**config.mk**
```make
export PLATFORM = sky130hd
export DESIGN_NAME = alu_sequencer
export DESIGN_NICKNAME = d
export VERILOG_FILES = /design/src/rtl/alu_ctrl_pkg.sv /design/src/rtl/alu_op_decode.sv /design/src/rtl/alu_sequencer.sv
export SDC_FILE = /design/constraint.sdc
export NUM_CORES = 1
export LEC_CHECK = 0
export ABC_CLOCK_PERIOD_IN_PS = 5870
export BUFFER_PORTS_ARGS = -buffer_cell sky130_fd_sc_hd__clkbuf_2
export CAP_MARGIN = 20
export CORE_MARGIN = 2
export CORE_UTILIZATION = 51
export DETAILED_ROUTE_END_ITERATION = 8
export PLACE_DENSITY = 0.86
export SLEW_MARGIN = 20
export SYNTH_ARGS = -nofsm -noshare
export SYNTH_HDL_FRONTEND = slang
export SYNTH_SLANG_ARGS = --single-unit
```
**constraint.sdc**
```tcl
create_clock -name clock -period 5.87 [get_ports clock]
set_clock_uncertainty 0.05 [all_clocks]
set_input_delay 1.174 -clock clock [delete_from_list [all_inputs] [get_ports clock]]
set_output_delay 1.174 -clock clock [all_outputs]
set_load 0.02 [all_outputs]
```
**src/rtl/alu_ctrl_pkg.sv**
```systemverilog
// Shared opcodes, state encoding and counter sizing
// for the ALU sequencer and its opcode decoder.
package alu_ctrl_pkg;

    localparam logic [4:0] OP_LOAD  = 5'b00000;
    localparam logic [4:0] OP_LOADI = 5'b00001;
    localparam logic [4:0] OP_STORE = 5'b00010;
    localparam logic [4:0] OP_ADD   = 5'b00011;
    localparam logic [4:0] OP_ADDI  = 5'b00100;
    localparam logic [4:0] OP_SUB   = 5'b00101;
    localparam logic [4:0] OP_AND   = 5'b00110;
    localparam logic [4:0] OP_OR    = 5'b00111;
    localparam logic [4:0] OP_XOR   = 5'b01000;
    localparam logic [4:0] OP_NOT   = 5'b01001;
    localparam logic [4:0] OP_NEG   = 5'b01010;
    localparam logic [4:0] OP_SHL   = 5'b01011;
    localparam logic [4:0] OP_SHR   = 5'b01100;
    localparam logic [4:0] OP_MUL   = 5'b01111;
    localparam logic [4:0] OP_DIV   = 5'b10000;
    localparam logic [4:0] OP_ROL   = 5'b10001;
    localparam logic [4:0] OP_ROR   = 5'b10010;
    localparam logic [4:0] OP_BR    = 5'b10011;
    localparam logic [4:0] NOP_OP   = 5'b11111;

    localparam int CNT_W = 4;

    typedef logic [CNT_W-1:0] cnt_t;
    typedef logic [CNT_W:0]   cyc_t;

    typedef enum logic [1:0] {
        IDLE,
        SETUP,
        EXEC,
        RESP
    } state_t;

    function automatic logic isLegal(
        input logic [4:0] op
    );
        return (op <= OP_SHR) ||
               ((op >= OP_MUL) && (op <= OP_BR));
    endfunction

endpackage

```
**src/rtl/alu_op_decode.sv**
```systemverilog
// Opcode classifier: legality, wide result
// and EXEC latency for one ALU opcode.
module alu_op_decode
    import alu_ctrl_pkg::*;
#(
    parameter int BASE_CYCLES = 1,
    parameter int MUL_CYCLES  = 4,
    parameter int DIV_CYCLES  = 8
) (
    input  logic [4:0]   opcode,
    output logic         legal,
    output logic         wide,
    output logic [CNT_W:0] exec_cycles
);

    // Classify the opcode and pick its latency class
    always_comb begin
        legal       = isLegal(opcode);
        wide        = 1'b0;
        exec_cycles = cyc_t'(BASE_CYCLES);
        unique case (opcode)
            OP_MUL: begin
                wide        = 1'b1;
                exec_cycles = cyc_t'(MUL_CYCLES);
            end
            OP_DIV: begin
                wide        = 1'b1;
                exec_cycles = cyc_t'(DIV_CYCLES);
            end
            default: begin
                wide        = 1'b0;
                exec_cycles = cyc_t'(BASE_CYCLES);
            end
        endcase
    end

endmodule

```
**src/rtl/alu_sequencer.sv**
```systemverilog
// Multi-cycle ALU controller: request in, timed
// ALU drive, captured result out over valid/ready.
module alu_sequencer
    import alu_ctrl_pkg::*;
#(
    parameter int BASE_CYCLES = 1,
    parameter int MUL_CYCLES  = 4,
    parameter int DIV_CYCLES  = 8
) (
    input  logic        clock,
    input  logic        reset_n,
    input  logic        req_valid,
    output logic        req_ready,
    input  logic [4:0]  req_op,
    input  logic [31:0] req_a,
    input  logic [31:0] req_b,
    input  logic        req_flag,
    output logic [4:0]  alu_op,
    output logic [31:0] alu_a,
    output logic [31:0] alu_b,
    output logic        alu_flag,
    input  logic [31:0] alu_z_low,
    input  logic [31:0] alu_z_high,
    output logic        rsp_valid,
    input  logic        rsp_ready,
    output logic [31:0] rsp_low,
    output logic [31:0] rsp_high,
    output logic        rsp_wide,
    output logic        rsp_err
);

    state_t     state;
    state_t     nextState;
    logic [4:0] opReg;
    logic [4:0] decOp;
    cnt_t       cnt;
    logic       decLegal;
    logic       decWide;
    cyc_t       decCycles;
    logic       accept;
    logic       divZero;
    logic       goExec;
    logic       done;

    // In IDLE the decoder classifies the incoming
    // request; afterwards it describes the held op.
    assign decOp = (state == IDLE) ? req_op : opReg;

    alu_op_decode #(
        .BASE_CYCLES (BASE_CYCLES),
        .MUL_CYCLES  (MUL_CYCLES),
        .DIV_CYCLES  (DIV_CYCLES)
    ) uDecode (
        .opcode      (decOp),
        .legal       (decLegal),
        .wide        (decWide),
        .exec_cycles (decCycles)
    );

    assign accept  = req_valid && req_ready;
    assign divZero = (req_op == OP_DIV) && (req_b == 32'd0);
    assign goExec  = decLegal && !divZero;
    assign done    = (state == EXEC) && (cnt == '0);

    // State register
    always_ff @(posedge clock or negedge reset_n) begin
        if (!reset_n) begin
            state <= IDLE;
        end else begin
            state <= nextState;
        end
    end

    // Next state and handshake/ALU opcode outputs
    always_comb begin
        nextState = state;
        req_ready = 1'b0;
        rsp_valid = 1'b0;
        alu_op    = NOP_OP;
        unique case (state)
            IDLE: begin
                req_ready = 1'b1;
                if (req_valid) begin
                    nextState = goExec ? SETUP : RESP;
                end
            end
            SETUP: begin
                nextState = EXEC;
            end
            EXEC: begin
                alu_op = opReg;
                if (cnt == '0) begin
                    nextState = RESP;
                end
            end
            RESP: begin
                rsp_valid = 1'b1;
                if (rsp_ready) begin
                    nextState = IDLE;
                end
            end
            default: begin
                nextState = IDLE;
            end
        endcase
    end

    // Operand latch, latency counter and result capture
    always_ff @(posedge clock or negedge reset_n) begin
        if (!reset_n) begin
            opReg    <= NOP_OP;
            alu_a    <= '0;
            alu_b    <= '0;
            alu_flag <= 1'b0;
            cnt      <= '0;
            rsp_low  <= '0;
            rsp_high <= '0;
            rsp_wide <= 1'b0;
            rsp_err  <= 1'b0;
        end else begin
            if (accept) begin
                if (goExec) begin
                    opReg    <= req_op;
                    alu_a    <= req_a;
                    alu_b    <= req_b;
                    alu_flag <= req_flag;
                end else begin
                    rsp_low  <= '0;
                    rsp_high <= divZero ? req_a : '0;
                    rsp_wide <= 1'b0;
                    rsp_err  <= 1'b1;
                end
            end
            if (state == SETUP) begin
                cnt <= cnt_t'(decCycles - cyc_t'(1));
            end else if ((state == EXEC) && (cnt != '0)) begin
                cnt <= cnt - cnt_t'(1);
            end
            // High word of single-word ops is stale
            // in the ALU, so it is zeroed here.
            if (done) begin
                rsp_low  <= alu_z_low;
                rsp_high <= decWide ? alu_z_high : '0;
                rsp_wide <= decWide;
                rsp_err  <= 1'b0;
            end
        end
    end

endmodule

```
---- Yosys cells after proc, flatten, opt, wreduce, memory -nomap -nowiden ----
Index checks and enable logic that the tools add are counted.
storage, ports and cells
  word-level logic and storage cells ...... 70
  register bits after elaboration ......... 142
  input port bits ......................... 138
  output and inout port bits .............. 138
operators by class
  add/subtract/negate cells ............... 2
  order comparisons ....................... 3
  reductions and logical operators ........ 18
  equal/unequal tests ..................... 10
  multiplexer cells ....................... 27
operator list
  operator               number
  $mux W32               8
  $logic_not A32 Y1      1
  $eq A5 B5 Y1 const B   2
  $mux W5                2
  $mux W1                9
  $mux W2                4
  $mux W4                2
  $pmux W2 S4            1
  $pmux W4 S2            1
  $sub A4 B1 Y4 const B  2
  $logic_and A1 B1 Y1    6
  $ne A2 B2 Y1 const B   3
  $eq A5 B4 Y1 const B   1
  $ge A5 B4 Y1 const B   1
  $le A5 B4 Y1 const B   1
  $le A5 B5 Y1 const B   1
  $eq A2 B2 Y1 const B   2
  $logic_not A4 Y1       1
  $reduce_and A2 Y1      2
  $reduce_bool A2 Y1     2
  $reduce_bool A4 Y1     1
  $reduce_and A3 Y1      1
  $eq A2 B1 Y1 const B   1
  $logic_not A2 Y1       1
  other kinds (4)        4

---- Longest topological paths before layout ----
Gate-level depths: netlist of run 1.
  word-level depth ........................ 9
  depth in mapped cells ................... 14
  depth with buffers taken out ............ 13

---- Cells and area by module ----
Synthesis of run 1 repeated with hierarchy kept, for this count alone.
second synthesis, totals
  cells, all modules ...................... 417
  area total of the unflattened synthesis .. 6029.5 um^2
modules (own cells, without submodules)
  module         cells an instance  instances  area each (um^2)  sequential area each (um^2)
  alu_sequencer  404                1          5929.4            3559.7
  alu_op_decode  13                 1          100.1             0.0

---- Least setup slack after synthesis of run 1 ----
Ideal clock, no wire load.
  kind .................................... input port to flip-flop
  start ................................... input port req_op[4]
  end ..................................... register rsp_high[14]
  cell stages on the path ................. 7
  arrival time ............................ 2645 ps
  data required time ...................... 5695 ps
  buffers on the path ..................... 2
  path slack .............................. 3050 ps
  setup time .............................. 125 ps
  cell sequence ........................... mux2i_2 > a211oi_1 > a211o_2 > a31oi_1 > buf_6 > buf_6 > mux2_4
between the ends
  cells in the longest elaborated chain, start to end .. 7
  elaborated cells on any way between the ends .. 21
  those cells by class .................... order compare (3); eq/ne (4); mux (7); reduce/logical (7)
RTL lines
  item                                          line                  text
  start: declaration                            alu_sequencer.sv:14   input logic [4:0] req_op,
  $mux W5                                       alu_sequencer.sv:47   assign decOp = (state == IDLE) ? req_op : opReg;
  $ge A5 B4 Y1 or $le A5 B5 Y1 (tied branches)  alu_ctrl_pkg.sv:41    ((op >= OP_MUL) && (op <= OP_BR));
  $logic_and A1 B1 Y1                           alu_ctrl_pkg.sv:41
  $logic_or A1 B1 Y1                            alu_ctrl_pkg.sv:40    return (op <= OP_SHR) ||
  $logic_and A1 B1 Y1                           alu_sequencer.sv:62   assign goExec = decLegal && !divZero;
  $ne A2 B1 Y1 (no line)                        n/a
  $reduce_and A2 Y1 (no line)                   n/a
  end signal: assignment                        alu_sequencer.sv:129  rsp_high <= divZero ? req_a : '0;
  end signal: assignment                        alu_sequencer.sv:143  rsp_high <= decWide ? alu_z_high : '0;
  end: declaration                              alu_sequencer.sv:27   output logic [31:0] rsp_high,
Parallel ways exist; a longest one is shown, timed or not. The select of a mux whose other input is x is not followed.
A chain may end at the register's enable or synchronous reset.

---- Worst setup path after layout of run 1 ----
  start ................................... input port req_op[1]
  end ..................................... register rsp_high[26]
The elaborated chain is that of the path after synthesis.

==> results of run 1 <==
-- cell type report --
| cell class | instances | area (sq um) |
|---|---|---|
| inverters | 4 | 15.0 |
| well taps | 143 | 179 |
| repair buffers | 281 | 1430 |
| multi-input cells | 242 | 2340 |
| clock buffers | 24 | 492 |
| clock inverters | 6 | 60.1 |
| fillers | 783 | 3390 |
| flip-flops and latches | 142 | 3560 |
-- stage by stage --
stage               power [uW]  cells   util
global route              4540    842  0.704
finish                    4320    842  0.704
CTS                       4350    842  0.704
floorplan                 2730    412      -
global placement          3260    812  0.656
detailed placement        3330    812  0.656
-- layer usage --
| layer | global-route usage | up-vias | wire length (um) |
|---|---|---|---|
| met2 | 0.463 | 227 | 8720 |
| met5 | 0 | - | 0 |
| met3 | 0.0916 | 24 | 1350 |
| met4 | 0.0789 | 0 | 236 |
| li1 | - | 2097 | - |
| met1 | 0.297 | 2334 | 6200 |
-- path summary, 6_finish.rpt --
check | from | end | cells after the start
worst max register to register | state[1]$_DFFE_PN0P_ | rsp_high[26]$_DFFE_PN0P_ | 8
min in group asynchronous | reset_n | rsp_low[10]$_DFFE_PN0P_ | 1
max in group asynchronous | reset_n | rsp_high[7]$_DFFE_PN0P_ | 2
worst min register to register | rsp_wide$_DFFE_PN0P_ | rsp_wide$_DFFE_PN0P_ | 1
worst min-delay path | rsp_wide$_DFFE_PN0P_ | rsp_wide$_DFFE_PN0P_ | 1
worst max-delay path | req_op[1] | rsp_high[26]$_DFFE_PN0P_ | 8
-- synthesized netlist by cell type, types with 2 or more instances --
cell / instances
dfrtp_1: 137
mux2_2: 83
a22o_1: 64
mux2_4: 17
buf_2: 12
nand2_1: 8
buf_6: 6
clkbuf_1: 6
ha_1: 6
nand2b_1: 6
nor2_1: 6
nor4_1: 6
dfstp_2: 5
nor3_1: 5
inv_1: 4
o21ai_0: 4
xnor2_1: 3
a21oi_1: 2
a31oi_1: 2
mux2_1: 2
mux2i_1: 2
nand3_1: 2
nand3b_1: 2
nand4_1: 2
nor2_2: 2
nor4_2: 2
xor2_1: 2
-- registers in the layout, summed over array words and instances (netlist names), 2 cells and up --
register  cells
alu_a        32
alu_b        32
rsp_high     32
rsp_low      32
opReg         5
cnt           4
state         2
-- layout by cell type (no fill, tap or decap), drive strengths merged, types with 2 or more instances in the layout --
cell	n
clkbuf	298
dfrtp	137
mux2	102
a22o	64
nand2	8
nor4	8
nor2	8
buf	7
nand2b	6
ha	6
nor3	6
dfstp	5
inv	4
o21ai	4
xnor2	3
clkinv	3
mux2i	3
nand3	2
nand3b	2
nand4	2
xor2	2
a21oi	2
clkinvlp	2
a211o	2
a31oi	2
-- cell families (layout without fill, tap and decap cells) --
group	Yosys count	count (layout)	synth area share
AO/OA/AOI/OAI	80	80	0.111
XOR/XNOR	5	5	0.00725
adder cells (fa/ha/maj)	6	6	0.0124
buffers and inverters	28	315	0.0274
flip-flops	142	142	0.590
multiplexers	105	105	0.206
AND/OR/NAND/NOR	46	46	0.0456
-- report_power, final --
part	switching (uW)	leakage, uW	internal (uW)
clock	384	0.000268	621
combinational	1020	0.00215	742
sequential	214	0.00179	1340
total	1620	0.00421	2710
==> results by stage, run 1 <==
Place:
- The total placed instance area is 7520 sq um.
- The pre-CTS setup slack is 1.82 ns.
- The detailed placer's ending HPWL is 12000 um.
- Routability-driven placement finished with a final weighted congestion of 0.911.
- The number of buffers inserted by port buffering is 275.

CTS:
- Once the clock tree was built, the resizer swapped 0 gates to a different size.
- The total clock sinks is 142.
- The clock passes through at most 2 buffers.
- TritonCTS created 17 clock buffers.
- The H-tree depth is 4.
- The tree is rooted in a clkbuf_16.
- TritonCTS built the clock tree.
- For the worst-skew pair, the clock arrives at the later sink with an insertion delay of 0.41 ns.
- The post-CTS repair timing setup buffer count is 0.
- The number of buffers inserted for hold repair after clock tree synthesis is 0.
- The clock-pin slew of the registers on the worst-case setup and hold paths is 0.05 ns.

Global route:
- For this run the aggregate overflow at the end of global routing stands at 0.
- For this run, the total global-route usage over all layers was measured as 0.261.
- The first global-routing pass estimated 25700 um of wire.
- The number of global-route vias before repair is 4956.
- The initial antenna violation count is 0.
- Entering global routing, the biggest net connects 89 pins.

Critical path:
- For the worst setup path, the data arrival time is 3.88 ns.
- The kind of start point of the critical path is a primary input.
- On the critical path the largest part of the delay comes from simple AND/OR/NAND/NOR gates.
- The biggest fanout along the worst timing path is 48.
- The kind of critical path is primary input to flop.
- STA puts the critical path data required time at 6.11 ns.
- The worst setup path is captured at a flop.
- The slack of the worst reg-to-reg path is 2.30 ns.
- Among all stages on the critical path, the largest delay is contributed by nor4_2.
- Walking the worst path, the cells encountered are clkbuf_2 -> nor4_2 -> nand4_1 -> nor3_1 -> a211o_2 -> a31oi_4 -> buf_4 -> mux2_4.
- On the worst path, the slowest cell contributes a delay of 0.56 ns.
- The count of buffer and inverter cells on the critical path is 2.

Floorplanning:
- The cell row count is 39.
- After floorplanning, the core was sized to cover 11500 sq um.
- The initial cell density of the core is 0.527.
- The horizontal die dimension is 113 um.
- The y dimension of the die is 113 um.
- The die covers 12700 sq um.
- 276 I/O pins were placed.

Routing:
- The number of DRC markers in iteration 0 is 351.
- The detail-routed via count per cell is 5.56.
- The number of vias after detailed routing is 4682.
- The wire length reported by the detailed router is 16500 um.
- The count of TritonRoute iterations in the first routing pass is 4.
- Dividing the detail-routed wire length by the instance count gives 19.6 um.
- The remaining design rule violation count is 0.
- The number of routed nets with antenna violations is 0.

Synthesis:
- Synthesis produced 412 cells.
- The library cell occupying the most area in the post-synthesis netlist is dfrtp_1.
- The dominant synthesized flop cell is dfrtp_1.
- The number of register bits inferred by synthesis is 142.
- The number of nets in the synthesized netlist is 556.
- The share of synthesized area in the top cell type comes to 0.568.
- The fraction of synthesis flops using an asynchronous set or reset pin is 1.00.
- For this run, the number of Yosys warnings is 0.
- Yosys attributes the largest share of cell area to dfrtp_1 57%, mux2_2 15%, a22o_1 9.3%.
- The number of enable flip-flop cells after synthesis is 0.
- Of the synthesized area, sequential elements account for 0.590.
- The total standard cell area after synthesis is 6040 sq um.
- The mean cell area of the mapped netlist is 14.7 sq um.
- The post-synthesis cell type count is 41.

STA:
- The number of setup violations in the final report is 0.
- The number of failing hold endpoints at the final stage is 0.
- Dividing the final minimum period by the clock period gives 0.619.
- Setup repair after global routing left no endpoint under its margin.
- The relative slew slack is 0.376.
- The max-slew violation total from the final report is 0.
- The total negative slack is 0 ns.
- The maximum clock frequency is 0.275 GHz.
- The final critical delay including setup and external delays is 3.63 ns.
- The setup slack after layout is 2.24 ns.
- On the final layout, the worst hold slack is 0.433 ns.
- The pin slew with the least headroom to its limit is 0.929 ns.

Pwr:
- The maximum vdd ir drop is 369 uV.
- The static leakage power is 0.00421 uW.
- Dividing total power by cell area gives a power density of 536 nW/um^2.

Final layout:
- The design area is 8080 sq um.
- After the last flow step, the layout net total stands at 832.
- The area added between synthesis and finish is 33.7%.
- In the final layout, the share of cells above drive strength 1 is 0.602.
- The antenna diode instance count is 0.

Status:
- The run finished with clean final reports.

Job:
- The number of max-capacitance violations reported is 0.

Worst hold path:
- The tightest min-delay check is of the flop to flop type.
Power figures use the tool's default switching activity.
==> run 2, diff against run 1 <==
- ABC_CLOCK_PERIOD_IN_PS: 5870 -> 2900
- CORE_UTILIZATION: 51 -> 42
- PLACE_DENSITY: 0.86 -> 0.76
- clock period: 5.87 -> 2.9 ns (I/O delays scaled with it)
==> results by stage, run 2 (synthesized netlist as in run 1, its figures left out) <==
CTS:
- The H-tree depth was 4 (unchanged).
- The number of clock buffers inserted by TritonCTS is 17 (unchanged).
- The number of buffers inserted for hold repair after clock tree synthesis is 0 (unchanged).
- The clock network latency to the later pin of the worst-skew pair is 0.41 ns (about the same).
- The maximum number of buffers from clock root to sink is 2 (unchanged).
- The clock tree from TritonCTS is built (unchanged).
- The master cell of the clock root buffer is clkbuf_16 (unchanged).
- The total clock sinks was 142 (unchanged).
- The clock-pin slew of the registers on the worst-case setup and hold paths is 0.06 ns (was 0.05 ns).

Final layout:
- The share of final-layout standard cells stronger than drive strength 1 is 0.609 (was 0.602).
- The antenna diode instance count is 0 (unchanged).
- The end-of-flow core utilization came to 0.596 (was 0.704).
- The area added between synthesis and finish is 38.0% (was 33.7%).
- The leading cell type in the layout, fill and taps excluded was clkbuf_2 (unchanged).
- The total of fill cells in the finished design is 1120 (was 783).
- The number of nets in the layout came to 835 (was 832).
- Most frequent cells in the layout: 274 x clkbuf_2, 137 x dfrtp_1, 83 x mux2_2 (unchanged).

Place:
- The detailed placer's ending HPWL came to 11900 um (was 12000 um).
- The number of buffers inserted by port buffering came to 275 (unchanged).
- The pre-CTS setup slack is 0.147 ns (was 1.82 ns).
- The final weighted congestion in routability-driven placement is 0.870 (was 0.911).

Global route:
- The initial antenna violation count is 0 (unchanged).
- The total global routing overflow is 0 (unchanged).
- The largest net degree at the start of global routing was 74 (was 89).
- The number of global-route vias before repair is 4602 (was 4956).
- The layer carrying the most global-route usage is met2 (unchanged).
- The global-route total usage across every layer came to 0.204 (was 0.261).
- The routing usage on met3 came to 0.0618 (was 0.0916).
- The met1 demand-to-capacity share in global routing is 0.238 (was 0.297).
- The global-route wire length before repair is 23700 um (was 25700 um).
- The met2 usage in global routing came to 0.352 (was 0.463).

Routing:
- The number of vias after detailed routing is 4612 (was 4682).
- The number of DRC markers in iteration 0 is 148 (was 351).
- The remaining design rule violation count is 0 (unchanged).
- The detail-routed via count per cell is 5.22 (was 5.56).
- The wire length reported by the detailed router is 15900 um (was 16500 um).
- The number of routed nets with antenna violations is 0 (unchanged).
- The wire length per cell is 18.0 um (was 19.6 um).
- The count of TritonRoute iterations in the first routing pass is 4 (unchanged).

Critical path:
- The biggest fanout along the worst timing path came to 70 (was 48).
- The arrival time of data at the critical path endpoint is 2.95 ns (was 3.88 ns).
- The count of cells along the worst register-to-register path is 8 (unchanged).
- The count of buffer and inverter cells on the critical path was 2 (unchanged).
- The origin of the critical flop-to-flop path is state[0]$_DFFE_PN0P_ (was state[1]$_DFFE_PN0P_).
- The data required time at the worst endpoint is 3.13 ns (was 6.11 ns).
- The dominant delay contributor by cell family on the critical path is multiplexers (was simple AND/OR/NAND/NOR gates).
- Critical path, cell by cell: inv_1 -> ha_1 -> mux2i_2 -> a211oi_1 -> a211o_2 -> nor2_4 -> buf_12 -> mux2_2 (was clkbuf_2 -> nor4_2 -> nand4_1 -> nor3_1 -> a211o_2 -> a31oi_4 -> buf_4 -> mux2_4).
- The highest-delay cell along the critical path is dfrtp_1 (was nor4_2).
- The longest individual stage delay on the worst path is 0.41 ns (was 0.56 ns).
- The kind of start point of the critical path is a flop (was primary input).
- The slack of the worst reg-to-reg path came to 0.18 ns (was 2.30 ns).
- The critical register-to-register path endpoint was alu_a[24]$_DFFE_PN0P_ (was rsp_high[26]$_DFFE_PN0P_).
- The kind of critical path is flop to flop (was primary input to flop).
- The instance count on the critical path is 8 (unchanged).
- The kind of end point of the critical path is a flop (unchanged).

Pwr:
- The logic gate share of total power is 0.389 (was 0.407).
- The portion of total power attributed to the clock network is 0.268 (was 0.232).
- The internal power contribution was 5920 uW (was 2710 uW).
- The net load switching power is 3280 uW (was 1620 uW).
- The part of the total power dissipated in sequential elements is 0.344 (was 0.360).
- The maximum vdd ir drop was 633 uV (was 369 uV).
- The power density relative to cell area is 1100 nW/um^2 (was 536 nW/um^2).
- The switching power as a share of total power is 0.357 (was 0.374).
- The static leakage power is 0.00431 uW (was 0.00421 uW).

Floorplanning:
- The area of the die is 15400 sq um (was 12700 sq um).
- The initial cell density of the core came to 0.432 (was 0.527).
- The y dimension of the die is 124 um (was 113 um).
- The cell row count was 43 (was 39).
- The number of top-level pins came to 276 (unchanged).
- The total core area is 14000 sq um (was 11500 sq um).
- The horizontal die dimension is 124 um (was 113 um).

STA:
- The number of failing hold endpoints at the final stage was 0 (unchanged).
- The post-route clock period utilization is 0.937.
- The number of setup violations in the final report is 0 (unchanged).
- The relative slew slack is 0.728 (was 0.376).
- The pin slew with the least headroom to its limit was 0.408 ns (was 0.929 ns).
- The max-slew violation total from the final report came to 0 (unchanged).
- Setup repair after global routing missed its margin: false (unchanged).
- The total negative slack is 0 ns (unchanged).
- The final critical delay including setup and external delays is 2.72 ns.
- The maximum clock frequency is 0.368 GHz.
- The setup slack after layout is 0.182 ns (was 2.24 ns).

Job:
- The number of max-capacitance violations reported is 0 (unchanged).

Status:
- Run status: finished clean (unchanged).

Worst hold path:
- The class of the most critical hold timing path was primary input to asynchronous set/reset pin (was flop to flop).
## run 2: worst register-to-register path, stage by stage (launching register included)
cell      delay, ns
dfrtp_1        0.41
inv_1          0.14
ha_1           0.30
mux2i_2        0.34
a211oi_1       0.08
a211o_2        0.38
nor2_4         0.12
buf_12         0.31
mux2_2         0.47
## run 2: cell type report
type / instances / area [sq um] / share of cell area
Sequential cell: 142 / 3560 / 0.427
Multi-Input combinational cell: 242 / 2340 / 0.281
Timing Repair Buffer: 284 / 1510 / 0.182
Clock buffer: 23 / 498 / 0.0598
Tap cell: 180 / 225 / 0.0270
Clock inverter: 9 / 178 / 0.0213
Inverter: 4 / 15.0 / 0.00180
## run 2: metrics by stage
stage / hold slack [ns] / power (uW) / cells / area (sq um)
final: 0.0262 / 9200 / 884 / 8330
after global routing: 0.0323 / 9690 / 884 / 8330
after CTS: 0.0189 / 9290 / 884 / 8330
after detailed placement: 0.416 / 6790 / 852 / 7650
after global placement: 0.409 / 6650 / 852 / 7650
after floorplan: 0.234 / 5530 / 412 / 6040
## run 2: layer usage
layer / wire length, um / share of wire / vias to the layer above
met5: 0 / 0 / -
met1: 6290 / 0.40 / 2276
met2: 7970 / 0.50 / 216
met4: 309 / 0.019 / 0
li1: - / - / 2099
met3: 1300 / 0.082 / 21
## run 2: worst max-delay path by stage
stage,slack [ns],endpoint,start
floorplan,0.28,rsp_high[14]$_DFFE_PN0P_,state[0]$_DFFE_PN0P_
global placement,0.16,rsp_high[22]$_DFFE_PN0P_,req_b[29]
detailed placement,0.15,alu_a[8]$_DFFE_PN0P_,state[0]$_DFFE_PN0P_
CTS,0.14,alu_a[8]$_DFFE_PN0P_,state[0]$_DFFE_PN0P_
global route,0.003,cnt[2]$_DFFE_PN0P_,state[0]$_DFFE_PN0P_
finish,0.18,alu_a[24]$_DFFE_PN0P_,state[0]$_DFFE_PN0P_
## run 2: power by group through the flow
stage,sequential (uW),clock (uW),combinational (uW)
final,3160,2460,3570
after global routing,3240,2600,3850
after CTS,3160,2510,3620
after detailed placement,3180,0,3600
after global placement,3140,0,3510
after floorplan,3870,0,1660
## run 2: what timing repair did
action | 4_1_cts | 5_1_grt
endpoints found under the setup margin | 0 | 76
buffers inserted | 0 | 0
resized for setup | 0 | 1
==> run 3, diff against run 2 <==
- PLACE_DENSITY: 0.76 -> 0.79
==> results by stage, run 3 (synthesized netlist as in run 1, its figures left out) <==
CTS:
- The clock tree from TritonCTS is built (unchanged).
- The master cell of the clock root buffer is clkbuf_16 (unchanged).
- The clock-pin slew of the registers on the worst-case setup and hold paths is 0.06 ns (about the same).
- The maximum number of buffers from clock root to sink was 2 (unchanged).
- The number of clock buffers inserted by TritonCTS is 17 (unchanged).
- The number of buffers inserted for hold repair after clock tree synthesis is 0 (unchanged).
- The total clock sinks is 142 (unchanged).
- The H-tree depth is 4 (unchanged).
- The clock network latency to the later pin of the worst-skew pair is 0.40 ns (was 0.41 ns).

STA:
- The number of setup violations in the final report is 0 (unchanged).
- The final critical delay including setup and external delays came to 2.64 ns (was 2.72 ns).
- Setup repair after global routing missed its margin: false (unchanged).
- The worst slack on hold paths is 0.0712 ns (was 0.0262 ns).
- The post-route clock period utilization is 0.911 (was 0.937).
- The total negative slack was 0 ns (unchanged).
- The number of failing hold endpoints at the final stage is 0 (unchanged).
- The max-slew violation total from the final report was 0 (unchanged).
- The maximum clock frequency is 0.379 GHz (was 0.368 GHz).
- The relative slew slack is 0.622 (was 0.728).
- The pin slew with the least headroom to its limit is 0.568 ns (was 0.408 ns).

Routing:
- The wire length per cell is 17.9 um (was 18.0 um).
- The routed wire length on met3 was 1380 um (was 1300 um).
- The number of DRC markers in iteration 0 is 144 (was 148).
- The count of TritonRoute iterations in the first routing pass is 4 (unchanged).
- The detail-routed via count per cell is 5.27 (was 5.22).
- The detailed-routed wire length on met2 was 8090 um (was 7970 um).
- The wire length reported by the detailed router is 15900 um (about the same).
- The met1 wire length came to 6160 um (was 6290 um).
- The remaining design rule violation count is 0 (unchanged).
- The topmost layer with routed signal wires is met4 (unchanged).
- The number of routed nets with antenna violations is 0 (unchanged).
- The number of vias after detailed routing is 4675 (was 4612).

Floorplanning:
- The total core area came to 14000 sq um (unchanged).
- The number of top-level pins is 276 (unchanged).
- The area of the die is 15400 sq um (unchanged).
- The y dimension of the die is 124 um (unchanged).
- The cell row count is 43 (unchanged).
- The horizontal die dimension is 124 um (unchanged).
- The initial cell density of the core is 0.432 (unchanged).

Final layout:
- The area occupied by multi-input gates was 2350 sq um (was 2340 sq um).
- The footprint of the flip-flops and latches is 3560 sq um (unchanged).
- The leading cell type in the layout, fill and taps excluded is clkbuf_2 (unchanged).
- The share of final-layout standard cells stronger than drive strength 1 is 0.614 (was 0.609).
- The total of fill cells in the finished design was 1150 (was 1120).
- The area added between synthesis and finish came to 37.8% (was 38.0%).
- Most frequent cells in the layout: 274 x clkbuf_2, 137 x dfrtp_1, 83 x mux2_2 (unchanged).
- The number of standard cells in the layout, taps in and fillers out is 887 (was 884).
- The antenna diode instance count is 0 (unchanged).
- The number of nets in the layout is 840 (was 835).

Global route:
- The number of global-route vias before repair came to 4734 (was 4602).
- The largest net degree at the start of global routing is 60 (was 74).
- The initial antenna violation count came to 0 (unchanged).
- The global-route wire length before repair is 23800 um (was 23700 um).
- The global-route total usage across every layer is 0.206 (was 0.204).
- The total global routing overflow is 0 (unchanged).

Place:
- The number of buffers inserted by port buffering is 275 (unchanged).
- The number of placed instances with taps included is 857 (was 852).
- The final weighted congestion in routability-driven placement is 0.797 (was 0.870).
- The detailed placer's ending HPWL came to 11800 um (was 11900 um).

Pwr:
- The power density relative to cell area came to 1090 nW/um^2 (was 1100 nW/um^2).
- The static leakage power came to 0.00429 uW (was 0.00431 uW).
- The maximum vdd ir drop is 627 uV (was 633 uV).

Critical path:
- The kind of critical path is flop to flop (unchanged).
- The arrival time of data at the critical path endpoint is 2.92 ns (was 2.95 ns).
- The origin of the critical flop-to-flop path is state[0]$_DFFE_PN0P_ (unchanged).
- The instance count on the critical path is 13 (was 8).
- The startpoint of the worst setup timing path is state[0]$_DFFE_PN0P_ (unchanged).
- The biggest fanout along the worst timing path is 10 (was 70).
- Critical path, cell by cell: inv_1 -> ha_2 -> or4_1 -> o2bb2ai_1 -> mux2i_2 -> inv_1 -> nand2_1 -> o21ai_0 -> ha_1 -> nand2_1 -> xnor2_1 -> nor2_1 -> a21oi_1 (was inv_1 -> ha_1 -> mux2i_2 -> a211oi_1 -> a211o_2 -> nor2_4 -> buf_12 -> mux2_2).
- The data required time at the worst endpoint came to 3.18 ns (was 3.13 ns).
- The highest-delay cell along the critical path was or4_1 (was dfrtp_1).
- The longest individual stage delay on the worst path is 0.52 ns (was 0.41 ns).
- The kind of end point of the critical path is a flop (unchanged).
- The dominant delay contributor by cell family on the critical path is simple AND/OR/NAND/NOR gates (was multiplexers).
- The count of buffer and inverter cells on the critical path was 2 (unchanged).
- The kind of start point of the critical path is a flop (unchanged).
- The count of cells along the worst register-to-register path was 13 (was 8).

Status:
- Run status: finished clean (unchanged).

Worst hold path:
- The class of the most critical hold timing path is primary input to asynchronous set/reset pin (unchanged).

Job:
- The number of max-capacitance violations reported came to 0 (unchanged).
-- run 3: final cells by class --
class                      instances  share of cell area
sequential                       142               0.428
clock buffer                      19              0.0545
timing repair buffer             289               0.186
inverter                           4             0.00181
multi-input combinational        242               0.282
tap                              180              0.0271
clock inverter                    11              0.0200
-- run 3: worst reg2reg max path, delay by kind of cell, from the launching register on --
| family | cells | cell delay, ns |
|---|---|---|
| xor gates and xnor gates | 1 | 0.16 |
| muxes | 1 | 0.15 |
| and+or+nand+nor | 4 | 0.72 |
| DFF | 1 | 0.38 |
| buffers and inverters | 2 | 0.19 |
| adders and majority gates | 2 | 0.48 |
| AOI/OAI and AO/OA | 3 | 0.46 |
-- run 3: where the power goes --
part	switching, uW	internal (uW)
logic	2060	1580
registers	430	2720
clock network	800	1470
total	3290	5780
-- run 3: path summary, 6_finish.rpt --
kind,to,slack [ns]
setup / recovery,cnt[2]$_DFFE_PN0P_,0.26
hold / removal,alu_a[7]$_DFFE_PN0P_,0.07
setup reg to reg,cnt[2]$_DFFE_PN0P_,0.26
hold reg to reg,rsp_wide$_DFFE_PN0P_,0.44
max in group asynchronous,opReg[4]$_DFFE_PN1P_,1.94
min in group clock,rsp_low[24]$_DFFE_PN0P_,0.35
-- run 3: repair_timing --
action / in CTS / in global routing
resized for setup: 0 / 2
buffers inserted: 0 / 0
setup endpoints to repair: 0 / 1
-- run 3: per-layer routing --
| layer | up-vias | GRT usage |
|---|---|---|
| li1 | 2118 | - |
| met1 | 2324 | 0.233 |
| met2 | 212 | 0.364 |
| met3 | 21 | 0.0682 |
| met4 | 0 | 0.0716 |
| met5 | - | 0 |
-- run 3: stage by stage --
stage / power, uW / cell area [sq um] / utilization / setup slack [ns]
floorplan: 5530 / 6040 / - / 0.275
global placement: 6690 / 7690 / 0.550 / 0.226
detailed placement: 6840 / 7690 / 0.550 / 0.195
CTS: 9160 / 8310 / 0.594 / 0.192
global route: 9570 / 8320 / 0.595 / 0.00518
finish: 9070 / 8320 / 0.595 / 0.259
